<file path="config.mk">
export PLATFORM = sky130hd
export DESIGN_NAME = histogram_ctrl
export DESIGN_NICKNAME = d
export VERILOG_FILES = /design/src/rtl/histogram_ctrl.sv
export SDC_FILE = /design/constraint.sdc
export NUM_CORES = 1
export LEC_CHECK = 0
export ABC_AREA = 1
export BUFFER_PORTS_ARGS = -buffer_cell sky130_fd_sc_hd__buf_4
export CAP_MARGIN = 20
export CORE_ASPECT_RATIO = 0.9
export CORE_UTILIZATION = 50
export DETAILED_ROUTE_END_ITERATION = 16
export PLACE_DENSITY = 0.8
export SETUP_SLACK_MARGIN = 0.3
export SKIP_LAST_GASP = 1
export SLEW_MARGIN = 20
export SYNTH_ARGS = -nofsm -noshare
export SYNTH_HDL_FRONTEND = slang
export SYNTH_SLANG_ARGS = --single-unit
</file>
<file path="constraint.sdc">
create_clock -name CLK -period 2.15 [get_ports CLK]
set_clock_uncertainty 0.2 [all_clocks]
set_input_delay 0.1075 -clock CLK [delete_from_list [all_inputs] [get_ports CLK]]
set_output_delay 0.1075 -clock CLK [all_outputs]
set_load 0.01 [all_outputs]
</file>
<file path="src/rtl/histogram_ctrl.sv">
// histogram_ctrl: runs one measurement frame over a single-port bin RAM.
// A frame clears every bin, accumulates SAMPLES inputs through read-modify-write
// increments, then streams every bin out over a valid/ready interface.
module histogram_ctrl #(
  parameter int ADDR_W  = 7,
  parameter int SIZE    = 7,
  parameter int RD_LAT  = 2,
  parameter int SAMPLES = 100
) (
  input  logic              CLK,
  input  logic              RST,
  input  logic              start,
  output logic              busy,
  output logic              done,
  input  logic [ADDR_W-1:0] s_data,
  input  logic              s_valid,
  output logic              s_ready,
  output logic [ADDR_W-1:0] m_bin,
  output logic [SIZE-1:0]   m_data,
  output logic              m_valid,
  input  logic              m_ready,
  output logic              m_last,
  output logic              sat_flag,
  output logic [ADDR_W-1:0] mem_addr,
  output logic [SIZE-1:0]   mem_wdata,
  output logic              mem_wren,
  input  logic [SIZE-1:0]   mem_rdata
);

  localparam logic [2:0] ST_IDLE     = 3'd0;
  localparam logic [2:0] ST_CLEAR    = 3'd1;
  localparam logic [2:0] ST_ACC_WAIT = 3'd2;
  localparam logic [2:0] ST_ACC_RD   = 3'd3;
  localparam logic [2:0] ST_ACC_WR   = 3'd4;
  localparam logic [2:0] ST_RO_RD    = 3'd5;
  localparam logic [2:0] ST_RO_OUT   = 3'd6;

  localparam int CNT_W = $clog2(SAMPLES + 1);

  localparam logic [ADDR_W-1:0] LAST_BIN    = '1;
  localparam logic [SIZE-1:0]   MAX_COUNT   = '1;
  localparam logic [CNT_W-1:0]  LAST_SAMPLE = CNT_W'(SAMPLES - 1);
  // Increment path: RD_LAT cycles in ACC_RD, so the last one is RD_LAT-1.
  localparam logic [2:0]        ACC_LAT_END = 3'(RD_LAT - 1);
  // Readout: address is driven from the first RO_RD cycle and the data is
  // valid RD_LAT cycles later, so it is sampled at the end of cycle RD_LAT.
  localparam logic [2:0]        RO_LAT_END  = 3'(RD_LAT);

  logic [2:0]        state;
  logic [ADDR_W-1:0] addr_reg;    // clear address, sample bin, or readout bin
  logic [2:0]        lat_cnt;
  logic [CNT_W-1:0]  sample_cnt;
  logic              sat_hit;

  assign sat_hit  = (mem_rdata == MAX_COUNT);
  assign mem_addr = addr_reg;
  assign busy     = (state != ST_IDLE);
  assign s_ready  = (state == ST_ACC_WAIT);
  assign m_last   = m_valid && (m_bin == LAST_BIN);

  // RAM write port: zeros during CLEAR, saturating increment during ACC_WR.
  always_comb begin
    // NOTE: every output gets a default first so no path leaves it unassigned (no latch).
    mem_wren  = 1'b0;
    mem_wdata = '0;
    case (state)
      ST_CLEAR: begin
        mem_wren = 1'b1;
      end
      ST_ACC_WR: begin
        mem_wren  = 1'b1;
        mem_wdata = sat_hit ? mem_rdata : mem_rdata + SIZE'(1);
      end
      default: ;
    endcase
  end

  // Frame sequencer with synchronous reset; the bin RAM itself is never reset.
  always_ff @(posedge CLK) begin
    // NOTE: state registers use non-blocking assignments so all updates see pre-edge values.
    if (RST) begin
      // NOTE: RAM contents are not reset here; CLEAR rewrites every bin at frame start.
      state      <= ST_IDLE;
      addr_reg   <= '0;
      lat_cnt    <= '0;
      sample_cnt <= '0;
      m_bin      <= '0;
      m_data     <= '0;
      m_valid    <= 1'b0;
      done       <= 1'b0;
      sat_flag   <= 1'b0;
    end else begin
      done <= 1'b0;
      case (state)
        ST_IDLE: begin
          if (start) begin
            state      <= ST_CLEAR;
            addr_reg   <= '0;
            sample_cnt <= '0;
            sat_flag   <= 1'b0;
          end
        end
        ST_CLEAR: begin
          // Address wraps back to 0 after the last bin.
          addr_reg <= addr_reg + ADDR_W'(1);
          if (addr_reg == LAST_BIN) state <= ST_ACC_WAIT;
        end
        ST_ACC_WAIT: begin
          if (s_valid) begin
            addr_reg <= s_data;
            lat_cnt  <= '0;
            state    <= ST_ACC_RD;
          end
        end
        ST_ACC_RD: begin
          if (lat_cnt == ACC_LAT_END) begin
            lat_cnt <= '0;
            state   <= ST_ACC_WR;
          end else begin
            lat_cnt <= lat_cnt + 3'd1;
          end
        end
        ST_ACC_WR: begin
          if (sat_hit) sat_flag <= 1'b1;
          if (sample_cnt == LAST_SAMPLE) begin
            sample_cnt <= '0;
            addr_reg   <= '0;
            lat_cnt    <= '0;
            state      <= ST_RO_RD;
          end else begin
            sample_cnt <= sample_cnt + CNT_W'(1);
            state      <= ST_ACC_WAIT;
          end
        end
        ST_RO_RD: begin
          if (lat_cnt == RO_LAT_END) begin
            lat_cnt <= '0;
            m_data  <= mem_rdata;
            m_bin   <= addr_reg;
            m_valid <= 1'b1;
            state   <= ST_RO_OUT;
          end else begin
            lat_cnt <= lat_cnt + 3'd1;
          end
        end
        ST_RO_OUT: begin
          if (m_ready) begin
            m_valid <= 1'b0;
            if (addr_reg == LAST_BIN) begin
              done     <= 1'b1;
              addr_reg <= '0;
              state    <= ST_IDLE;
            end else begin
              addr_reg <= addr_reg + ADDR_W'(1);
              state    <= ST_RO_RD;
            end
          end
        end
        default: state <= ST_IDLE;
      endcase
    end
  end

endmodule

</file>
==> impl_metrics.yaml <==
sta:
  max_freq_ghz: 0.5575
  finalHoldViolations: 0
  fin_crit_ns: 1.794
  worst_slew_pin_slew_ns: 0.6139
  tns_ns: 0
  holdWs_ns: 0.02119
  slew_headroom_pct: 58.89
  finalSetupViolations: 0
  fin_crit_sh_pct: 83.43
  rsz0062_at_grt: "false"
  layout_setup_ws_ns: 0.3562
  slew_violations: 0
hold_path:
  min_delay_worst_endpoint: "sat_flag"
  min_path_type: "input pin to flip-flop"
  hp-start: "start"
  hold-path-cell-count: 4
grt:
  grt.total_usage_pct: 24.91
  grt_max_degree: 38
  grt_pass1_wl_um: 9342
  antenna_found_initial: 0
  grt-busiest-layer: "met2"
  overflow: 0
  grt_pass1_vias: 2153
  use_met3_pct: 4.294
  use_met1_pct: 32.70
  grt_use_met2_pct: 42.06
cells_and_area:
  utilization_pct: 72.43
  n_antenna_cell: 0
  area_growth_pct: 35.99
  final_nets: 427
  stdcell_count: 466
  stdcell_area_sq_mm: 0.003030
  drive_gt1_share_pct: 27.83
setup_path:
  crit_type: "flip-flop to output pin"
  worst_setup_path_start_kind: "flip-flop"
  crit_start: "state[2]"
  end_kind: "output pin"
  cp.arrival_ns: 1.49
  r2r_slack_ns: 0.42
  required_ns: 1.84
  path_max_fanout: 8
  r2r_start: "state[2]"
  reg2reg_depth: 9
  timing.rr.end: "lat_cnt[0]"
floorplanning:
  design.core.area_sq_mm: 0.004184
  num_io_pins: 54
  initial_core_util_pct: 53.26
  die_w_um: 72.37
  die_h_um: 65.34
  dieArea_sq_mm: 0.004728
  fp-row-count: 22
cts:
  cts_tree: "yes"
  clk-insertion-delay-late_ns: 0.28
  cts_sinks: 37
  clk_path_buf_depth: 2
  cts_buffers: 5
  cts-root-buf: "clkbuf_8"
  cts-htree-levels: 2
  clkTransAtPathRegs_ns: 0.07
placement:
  dpl_worst_slack_ns: 0.3268
  numPortBuffers: 53
  dp.cells: 431
  globalplace.congestion: 0.8791
  dp_hpwl_um: 3765
  placed_area_sq_mm: 0.002660
logic_synthesis:
  yosysWarnings: 0
  yosysSeqAreaShare_pct: 33.24
  synthFlopType: "dfxtp_1"
  syn-num-nets: 345
  ys_async_sr_fraction_pct: 0
  synthDistinctLibCells: 33
  postSynthCellCount: 323
  synth_enable_flop_cells: 0
  synth_seq_cells: 37
  avgSynthCellArea_sq_um: 6.899
  syn_area_sq_mm: 0.002228
pwr:
  power_density_mw_per_mm2: 685.5
  totalPowerFinal_mw: 2.077
  p_leak_nw: 1.347
  vdd_drop_max_uv: 696.0
flow_run:
  drv_cap: 0
drt:
  via_count: 2352
  drt_iter0_drc: 113
  ant_nets: 0
  firstDrtPassIters: 4
  wire_per_inst_um: 12.21
  wl_um: 5688
  vias_per_cell: 5.047
  drcViolationCount: 0
run_status:
  outcome: "complete, no violations"
[worst max path at each step]
stage / end / slack (ns) / cells after the start
3_5_place_dp: m_data[6] / 0.33 / 6
6_report: mem_wdata[0] / 0.36 / 7
3_3_place_gp: state[0] / 0.34 / 7
4_1_cts: mem_wdata[0] / 0.30 / 7
2_1_floorplan: mem_addr[4] / 0.54 / 10
5_1_grt: mem_addr[1] / 0.27 / 9
[timing repair]
item,in CTS,in global routing
hold buffers,15,0
gates cloned,0,0
buffers inserted,0,12
setup endpoints to repair,3,28
pin swaps,0,4
resized for setup,2,9
endpoints found under the hold margin,16,0
[registers in the layout, summed over array words and instances (netlist names)]
signal,flops
m_bin,7
done,1
lat_cnt,3
mem_addr,7
state,3
m_valid,1
sample_cnt,7
m_data,7
sat_flag,1
[final cells by class]
type                    instances  area (sq um)
multi-input cells             242          1284
fillers                       328          1154
flip-flops and latches         37         745.7
repair buffers                 85         708.2
inverters                      34         137.6
clock buffers                   8         80.08
well taps                      60         75.07
[power by group]
group          total (mW)  internal, mW  leakage [nW]  switching (mW)
clock               0.468         0.230        0.0395           0.238
combinational       0.796         0.321          1.01           0.475
sequential          0.813         0.730         0.300          0.0822
total                2.08          1.28          1.35           0.795
[synthesized netlist by cell type, types with 4 or more instances]
master | number | share of area, %
nand2_4 | 4 | 2.0
buf_6 | 5 | 2.5
nor2_1 | 33 | 5.6
o21ai_0 | 9 | 2.0
clkbuf_1 | 4 | 0.67
nand4_1 | 4 | 1.1
a211oi_1 | 9 | 3.0
inv_1 | 30 | 5.1
nand3_1 | 17 | 3.8
nand3_2 | 5 | 2.2
dfxtp_1 | 37 | 33
nand2_1 | 99 | 17
nor2_2 | 4 | 1.1
a21oi_1 | 31 | 7.0
[layout by cell type (no fill, tap or decap), drive strengths merged, types with 2 or more instances in the layout]
cell type | synthesis | routed
nand2 | 106 | 106
buf | 6 | 70
nor2 | 41 | 41
dfxtp | 37 | 37
inv | 34 | 34
a21oi | 33 | 33
nand3 | 23 | 23
dlygate4sd3 | 0 | 15
a211oi | 10 | 10
o21ai | 9 | 9
clkbuf | 4 | 8
nand4 | 4 | 4
xnor2 | 3 | 3
nand3b | 3 | 3
ha | 3 | 3
nor3 | 3 | 3
o211ai | 2 | 2
[routing by layer]
layer  wire length (um)  vias to the layer above
met5                  0                        -
met3                337                        7
met2               2648                       83
met1               2643                     1055
li1                   -                     1207
met4                 58                        0
[critical path, cell delays in order, from the launching register on]
cell and delay, ns:
dfxtp_1 0.36, buf_6 0.14, inv_6 0.04, nor3_4 0.13, buf_6 0.16, o21ai_0 0.08, a21oi_1 0.15, buf_4 0.15
[cell families after synthesis]
| logic type | count (synthesis) | share of synthesized area [%] |
|---|---|---|
| buf+inv | 44 | 9.714 |
| simple gates | 181 | 39.42 |
| xor+xnor | 4 | 1.572 |
| flops | 37 | 33.24 |
| compound gates | 54 | 14.37 |
| fa+ha+maj | 3 | 1.685 |
Power figures use the tool's default switching activity.
